--- config.mk ---
export PLATFORM = sky130hd
export DESIGN_NAME = dense_readout
export DESIGN_NICKNAME = d
export VERILOG_FILES = /design/src/rtl/lstm_pkg.sv /design/src/rtl/dense_readout_mac_lane.sv /design/src/rtl/dense_readout.sv
export SDC_FILE = /design/constraint.sdc
export NUM_CORES = 2
export LEC_CHECK = 0
export ABC_AREA = 1
export CORE_UTILIZATION = 30
export CTS_BUF_LIST = sky130_fd_sc_hd__clkbuf_8
export CTS_CLUSTER_DIAMETER = 40
export CTS_CLUSTER_SIZE = 8
export DETAILED_ROUTE_END_ITERATION = 7
export PLACE_DENSITY = 0.48
export SLEW_MARGIN = 5
export SYNTH_ARGS = -nofsm -noshare
export SYNTH_HDL_FRONTEND = slang
export SYNTH_HIERARCHICAL = 1
export SYNTH_SLANG_ARGS = --single-unit
--- constraint.sdc ---
create_clock -name clock -period 9.3 [get_ports clock]
set_input_delay 2.79 -clock clock [delete_from_list [all_inputs] [get_ports clock]]
set_output_delay 2.79 -clock clock [all_outputs]
set_load 0.02 [all_outputs]
--- src/rtl/lstm_pkg.sv ---
// rtl/lstm_pkg.sv - Q6.11 fixed-point types, saturation limits and readout FSM states
package lstm_pkg;

    localparam int QN       = 6;
    localparam int QM       = 11;
    localparam int BITWIDTH = QN + QM + 1;

    typedef logic signed [BITWIDTH-1:0] fix_t;

    localparam fix_t FIX_MAX = {1'b0, {(BITWIDTH-1){1'b1}}};
    localparam fix_t FIX_MIN = {1'b1, {(BITWIDTH-1){1'b0}}};

    typedef enum logic [1:0] {
        ST_IDLE,
        ST_LATCH,
        ST_MAC,
        ST_FINISH
    } readout_state_t;

endpackage

--- src/rtl/dense_readout_mac_lane.sv ---
// rtl/dense_readout_mac_lane.sv - one readout output: accumulate W*h, then bias/shift/saturate
// Rounding in the final stage is enabled by DENSE_READOUT_ROUND_EN.
import lstm_pkg::*;

module mac_lane #(
    parameter int ACC_BITWIDTH = 40
) (
    input  logic clock,
    input  logic reset,
    input  logic i_clear,
    input  logic i_en,
    input  logic i_finish,
    input  fix_t i_weight,
    input  fix_t i_hidden,
    input  fix_t i_bias,
    output fix_t o_result
);

    localparam int EXT_BITS = ACC_BITWIDTH - 2*BITWIDTH;

    logic signed [2*BITWIDTH-1:0]   w_mul;
    logic signed [ACC_BITWIDTH-1:0] w_prod;
    logic signed [ACC_BITWIDTH-1:0] w_bias_sh;
    logic signed [ACC_BITWIDTH-1:0] w_sum;
    logic signed [ACC_BITWIDTH-1:0] w_shift;
    logic [ACC_BITWIDTH-BITWIDTH:0] w_upper;
    fix_t                           w_sat;
    logic signed [ACC_BITWIDTH-1:0] r_acc;
    fix_t                           r_result;

    assign w_mul     = i_weight * i_hidden;
    assign w_prod    = {{EXT_BITS{w_mul[2*BITWIDTH-1]}}, w_mul};
    assign w_bias_sh = {{(ACC_BITWIDTH-BITWIDTH){i_bias[BITWIDTH-1]}}, i_bias} <<< QM;

`ifdef DENSE_READOUT_ROUND_EN
    localparam logic signed [ACC_BITWIDTH-1:0] ROUND_HALF = ACC_BITWIDTH'(1) << (QM-1);
    assign w_sum = r_acc + w_bias_sh + ROUND_HALF;
`else
    assign w_sum = r_acc + w_bias_sh;
`endif

    assign w_shift = w_sum >>> QM;
    assign w_upper = w_shift[ACC_BITWIDTH-1:BITWIDTH-1];

    // In range only when every bit above the result's sign bit repeats the sign.
    always_comb begin
        w_sat = w_shift[BITWIDTH-1:0];
        if (!((&w_upper) || !(|w_upper))) begin
            w_sat = w_shift[ACC_BITWIDTH-1] ? FIX_MIN : FIX_MAX;
        end
    end

    always_ff @(posedge clock or posedge reset) begin
        if (reset) begin
            r_acc    <= '0;
            r_result <= '0;
        end else begin
            if (i_clear) begin
                r_acc <= '0;
            end else if (i_en) begin
                r_acc <= r_acc + w_prod;
            end
            if (i_finish) begin
                r_result <= w_sat;
            end
        end
    end

    assign o_result = r_result;

endmodule

--- src/rtl/dense_readout.sv ---
// rtl/dense_readout.sv - fully-connected readout y = Wy*h + by after the LSTM network block
// Optional round-half-up in the output stage via DENSE_READOUT_ROUND_EN.
import lstm_pkg::*;

module dense_readout #(
    parameter  int HIDDEN_SZ     = 8,
    parameter  int OUTPUT_SZ     = 1,
    localparam int ADDR_BITWIDTH = $clog2(HIDDEN_SZ),
    localparam int ACC_BITWIDTH  = 2*BITWIDTH + ADDR_BITWIDTH + 1
) (
    input  logic                            clock,
    input  logic                            reset,
    input  logic [BITWIDTH*HIDDEN_SZ-1:0]   hiddenVec,
    input  logic                            hiddenValid,
    input  logic                            wrEn,
    input  logic                            wrBias,
    input  logic [ADDR_BITWIDTH-1:0]        wrAddr,
    input  logic [BITWIDTH*OUTPUT_SZ-1:0]   wrData,
    output logic [BITWIDTH*OUTPUT_SZ-1:0]   outputVec,
    output logic                            outputValid,
    output logic                            busy,
    output logic                            overrun
);

    localparam logic [ADDR_BITWIDTH-1:0] CNT_LAST = ADDR_BITWIDTH'(HIDDEN_SZ-1);

    readout_state_t                   r_state;
    readout_state_t                   w_next_state;
    logic [ADDR_BITWIDTH-1:0]         r_cnt;
    logic                             r_out_valid;
    logic                             r_overrun;
    fix_t                             r_hidden [HIDDEN_SZ];
    logic [BITWIDTH*OUTPUT_SZ-1:0]    r_weight [HIDDEN_SZ];
    logic [BITWIDTH*OUTPUT_SZ-1:0]    r_bias;

    logic                             r_pend_valid;
    logic                             r_pend_bias;
    logic [ADDR_BITWIDTH-1:0]         r_pend_addr;
    logic [BITWIDTH*OUTPUT_SZ-1:0]    r_pend_data;

    logic                             w_idle;
    logic                             w_direct_wr;
    logic                             w_defer_wr;
    logic                             w_mem_we;
    logic                             w_mem_bias;
    logic [ADDR_BITWIDTH-1:0]         w_mem_addr;
    logic [BITWIDTH*OUTPUT_SZ-1:0]    w_mem_data;
    logic [BITWIDTH*OUTPUT_SZ-1:0]    w_col;
    fix_t                             w_hid;

    assign w_idle      = (r_state == ST_IDLE);
    assign w_direct_wr = w_idle && wrEn && !hiddenValid;
    // A write colliding with a start is parked and committed once the run has read the old value.
    assign w_defer_wr  = w_idle && wrEn && hiddenValid;

    always_ff @(posedge clock or posedge reset) begin
        if (reset) begin
            r_state <= ST_IDLE;
        end else begin
            r_state <= w_next_state;
        end
    end

    always_comb begin
        w_next_state = r_state;
        unique case (r_state)
            ST_IDLE:   if (hiddenValid) w_next_state = ST_LATCH;
            ST_LATCH:  w_next_state = ST_MAC;
            ST_MAC:    if (r_cnt == CNT_LAST) w_next_state = ST_FINISH;
            ST_FINISH: w_next_state = ST_IDLE;
            default:   w_next_state = ST_IDLE;
        endcase
    end

    always_ff @(posedge clock or posedge reset) begin
        if (reset) begin
            r_cnt        <= '0;
            r_out_valid  <= 1'b0;
            r_overrun    <= 1'b0;
            r_pend_valid <= 1'b0;
        end else begin
            r_out_valid <= (r_state == ST_FINISH);
            if (hiddenValid && !w_idle) begin
                r_overrun <= 1'b1;
            end
            if (r_state == ST_LATCH) begin
                r_cnt <= '0;
            end else if (r_state == ST_MAC) begin
                r_cnt <= r_cnt + 1'b1;
            end
            if (w_defer_wr) begin
                r_pend_valid <= 1'b1;
            end else if (r_state == ST_FINISH) begin
                r_pend_valid <= 1'b0;
            end
        end
    end

    always_ff @(posedge clock) begin
        if (w_idle && hiddenValid) begin
            for (int j = 0; j < HIDDEN_SZ; j++) begin
                r_hidden[j] <= hiddenVec[j*BITWIDTH +: BITWIDTH];
            end
        end
        if (w_defer_wr) begin
            r_pend_bias <= wrBias;
            r_pend_addr <= wrAddr;
            r_pend_data <= wrData;
        end
    end

    always_comb begin
        w_mem_we   = 1'b0;
        w_mem_bias = wrBias;
        w_mem_addr = wrAddr;
        w_mem_data = wrData;
        if (w_direct_wr) begin
            w_mem_we = 1'b1;
        end else if (r_pend_valid && r_state == ST_FINISH) begin
            w_mem_we   = 1'b1;
            w_mem_bias = r_pend_bias;
            w_mem_addr = r_pend_addr;
            w_mem_data = r_pend_data;
        end
    end

    // Coefficient storage has no reset so loaded weights survive a reset.
    always_ff @(posedge clock) begin
        if (w_mem_we) begin
            if (w_mem_bias) begin
                r_bias <= w_mem_data;
            end else begin
                r_weight[w_mem_addr] <= w_mem_data;
            end
        end
    end

    assign w_col = r_weight[r_cnt];
    assign w_hid = r_hidden[r_cnt];

    for (genvar k = 0; k < OUTPUT_SZ; k++) begin : g_lane
        fix_t w_lane_w;
        fix_t w_lane_b;
        fix_t w_lane_out;

        assign w_lane_w = w_col[k*BITWIDTH +: BITWIDTH];
        assign w_lane_b = r_bias[k*BITWIDTH +: BITWIDTH];

        mac_lane #(
            .ACC_BITWIDTH (ACC_BITWIDTH)
        ) u_lane (
            .clock    (clock),
            .reset    (reset),
            .i_clear  (r_state == ST_LATCH),
            .i_en     (r_state == ST_MAC),
            .i_finish (r_state == ST_FINISH),
            .i_weight (w_lane_w),
            .i_hidden (w_hid),
            .i_bias   (w_lane_b),
            .o_result (w_lane_out)
        );

        assign outputVec[k*BITWIDTH +: BITWIDTH] = w_lane_out;
    end

    assign outputValid = r_out_valid;
    assign busy        = !w_idle;
    assign overrun     = r_overrun;

endmodule

==> run summary <==
The run finished with clean final reports. The synthesized netlist contains 50 unique library cells. The type of the worst setup path was register to register.

After Yosys synthesis, full adders, half adders and majority gates account for 29.7% of the synthesized area. Setup violations remaining at the end of the flow were counted as 0. The run gives 79 as the pin count of the biggest net entering global routing.

The overall track demand over capacity in global routing is 17.4%. The DRC violations left came out at 0. Along the worst path, the maximum fanout reaches 63. The number of antenna violations at the first check in global routing was 4; the share of the clock period used by the worst path after layout was 90.6%. The library cell used most frequently in the layout, excluding fill and tap cells, is sky130_fd_sc_hd__nand2_1. For the total placed cells including tap cells, the log shows 5157. For the area of the placeable core, the log shows 107000 um^2. The post-synth net total was 4347; the final worst-path setup slack was 0.874 ns. Clock skew on the completed layout was measured at 0.0452 ns. Maximum clock path buffer count: 3.

The final layout contains routed wiring with a total length of 92000 um. The floorplan step defined a die boundary enclosing 110000 um^2. The logs give 0 for the number of pins with negative max-slew slack in the final report and 6 for the count of warnings emitted by yosys. The congestion estimate from routability-driven global placement came to 0.890. The tools report the setup slack at placement as 0.633 ns.

The type of origin of the critical path was a register. The first-pass GRT wire length was 146000 um. The pre-antenna-repair detailed-routing pass consisted of 6 iterations. After synthesis, the largest family of logic cells by area is adder cells. Static timing analysis puts the maximum clock frequency at 119 MHz. The post-synthesis simple-gate area fraction came out at 16.7%. Counting flops with an async set or reset pin after synthesis yields a share of 16.8%. The post-layout instance count excluding filler cells was 5285; the worst-margin pin slew was 1.09 ns. CTS placed an instance of sky130_fd_sc_hd__clkbuf_8 at the clock tree root.

In the final design database the tool counted 4541 nets. STA classifies the critical path endpoint as a register. For this design the top-level I/O count stands at 191.

At the worst endpoint, the arrival time is 8.94 ns. The tools report the post-detailed-route count of antenna-violating nets as 0. Counting the buffers created by CTS gives 74.

The logs give 0 for the max-cap violation count and 0 for the remaining global-route overflow. Post-CTS repair changed the size of 0 cells. The share of layout cells above drive strength 1 was 5.88%; the floorplan die height was 331 um. The H-tree generated during clock tree synthesis spans 3 levels.

Data on the critical path is required at its endpoint by 9.82 ns. Synthesis inferred 394 register bits. The dominant synthesized flop cell is sky130_fd_sc_hd__edfxtp_1. Summing the areas of all xor and xnor instances in the mapped netlist gives 0.701% of the synthesized area. The library cells used most frequently in the layout, excluding fill and tap cells, are sky130_fd_sc_hd__nand2_1 (897), sky130_fd_sc_hd__inv_1 (765), sky130_fd_sc_hd__fa_1 (385).

The area fraction in compound gates after synthesis is 6.56%. The maximum single-stage delay on the critical path is 0.65 ns, and the mux share of post-synthesis cell area is 0%. The number of flops mapped to enable cells by yosys is 328, and the starting DRC count in detailed routing is 1465.

The number of hold buffers added after CTS was 0. In the synthesized netlist, the number of instances is 3636. For the post-route standard cell area excluding fillers, the log shows 37600 um^2.

After clock tree synthesis, the setup repair step added 0 buffers. For this configuration, the core starts out at a cell density of 30.3%. The fraction of the yosys area taken by sequential cells was 35.4%.

After layout, the minimum clock period comes to 8.43 ns. The final hold violation count is 0. The synthesis-to-finish area growth was 15.6%; the worst slew margin relative to its limit was 27.1%. The routed layout has 23500 vias.

Setup repair after global routing left no endpoint under its margin. Worst min-delay path category: register to register. After detailed placement, the total cell area comes to 36100 um^2. The total negative setup slack was 0 ns; the routed length per instance was 17.4 um. After detailed routing, the number of vias per cell comes to 4.44. After clock tree synthesis, the clock-pin slew on the worst setup and hold paths is 0.05 ns. The via count of the first global-routing pass came out at 25000.

Once detailed placement completed, the half-perimeter wirelength came to 72400 um. TritonCTS built the clock tree. During placement, the flow inserted port buffers numbering 190. Each instance of the synthesized netlist takes up on average 8.94 um^2. After floorplanning, the core was divided into 120 placement rows.

After filler insertion, the fill cell instance count of the layout stands at 11200. The tree built by TritonCTS fans out to 394 sinks. X dimension of the die: 331 um.

The later pin in the worst-skew pair is clocked with a latency of 0.67 ns. Total standard cell area after synthesis: 32500 um^2. The highest-delay cell along the critical path is sky130_fd_sc_hd__dfrtp_4.
==> cells in the mapped netlist (all sizes together) (2+ instances only) <==
library cell  count  area, um^2
a21o              4        30.0
o21a              2        15.0
nand2           907        3430
a211oi            3        22.5
xnor2            12         105
a31oi            14        87.6
a21oi            66         330
buf              47         319
o21ai           288        1450
nand4            13        81.3
or2               4        25.0
nor2            345        1330
inv             764        2870
nor3              8        45.0
dfrtp            66        1650
o21bai           11        82.6
xor2             14         123
and2              5        32.5
nor4              4        25.0
o31ai             2        15.0
ha              156        1950
clkinv            2        7.51
fa              385        7710
clkbuf           97         368
a22o              3        26.3
o22ai             7        43.8
nand3            67         385
nand3b            8        60.1
edfxtp          328        9850
==> final timing paths <==
check                                              start  cells past startpoint                       endpoint  slack [ns]
hold reg to reg            g_lane[0].u_lane/o_result[12]                      2  g_lane[0].u_lane/o_result[12]        0.48
setup / recovery                                r_cnt[0]                     31     g_lane[0].u_lane/r_acc[33]        0.87
max in group asynchronous                          reset                      3     g_lane[0].u_lane/r_acc[36]        5.95
setup reg to reg                                r_cnt[0]                     31     g_lane[0].u_lane/r_acc[33]        0.87
min in group asynchronous                          reset                      2                    outputValid        2.50
hold / removal             g_lane[0].u_lane/o_result[12]                      2  g_lane[0].u_lane/o_result[12]        0.48
==> area by class of cell <==
| cell class | count | area (um^2) | area share (%) |
|---|---|---|---|
| Antenna cell | 4 | 10.0 | 0.0266 |
| Timing Repair Buffer | 262 | 2450 | 6.53 |
| Clock buffer | 76 | 1050 | 2.78 |
| Tap cell | 1403 | 1760 | 4.67 |
| Multi-Input combinational cell | 2332 | 17500 | 46.5 |
| Sequential cell | 394 | 11500 | 30.6 |
| Clock inverter | 48 | 454 | 1.21 |
| Inverter | 766 | 2890 | 7.68 |
==> registers in the layout (all words and copies together) (netlist names) <==
signal and count:
r_pend_bias 1, r_state 2, g_lane.w_lane_b 18, r_pend_addr 3, outputValid 1, r_pend_data 18
r_pend_valid 1, r_hidden 144, overrun 1, r_weight 144, g_lane.u_lane/r_acc 40, r_cnt 3
g_lane.u_lane/o_result 18
==> kinds of logic (layout without fill, tap and decap cells) <==
| logic type | count (synthesis) | after routing |
|---|---|---|
| DFF | 394 | 394 |
| other | 0 | 4 |
| buffers and inverters | 910 | 1152 |
| adders and majority gates | 541 | 541 |
| AOI/OAI and AO/OA | 404 | 404 |
| xor gates and xnor gates | 26 | 26 |
| and+or+nand+nor | 1361 | 1361 |
==> per-stage QoR <==
step                hold WS [ns]  util [%]
finish                     0.480      35.1
global route               0.505      35.1
CTS                        0.481      35.0
detailed placement         0.465      33.6
global placement           0.460      33.6
floorplan                  0.452         -
==> layer usage <==
layer  vias up  wire length, um  global-route usage (%)
met5         -                0                       0
met4         0             2200                    5.00
met1     11400            41000                    22.8
met3       118             3830                    2.40
met2       450            44900                    29.9
li1      11500                -                       -
==> critical path, delay by kind of cell (launching register included) <==
family                     cells  cell delay, ns
adders and majority gates      8            3.55
DFF                            1            0.65
AOI/OAI and AO/OA              5            1.06
and+or+nand+nor               10            1.69
buffers and inverters          8            1.29
Power is not shown: default switching activity piles up to over one toggle a cycle in this logic, so the estimate is an artifact.
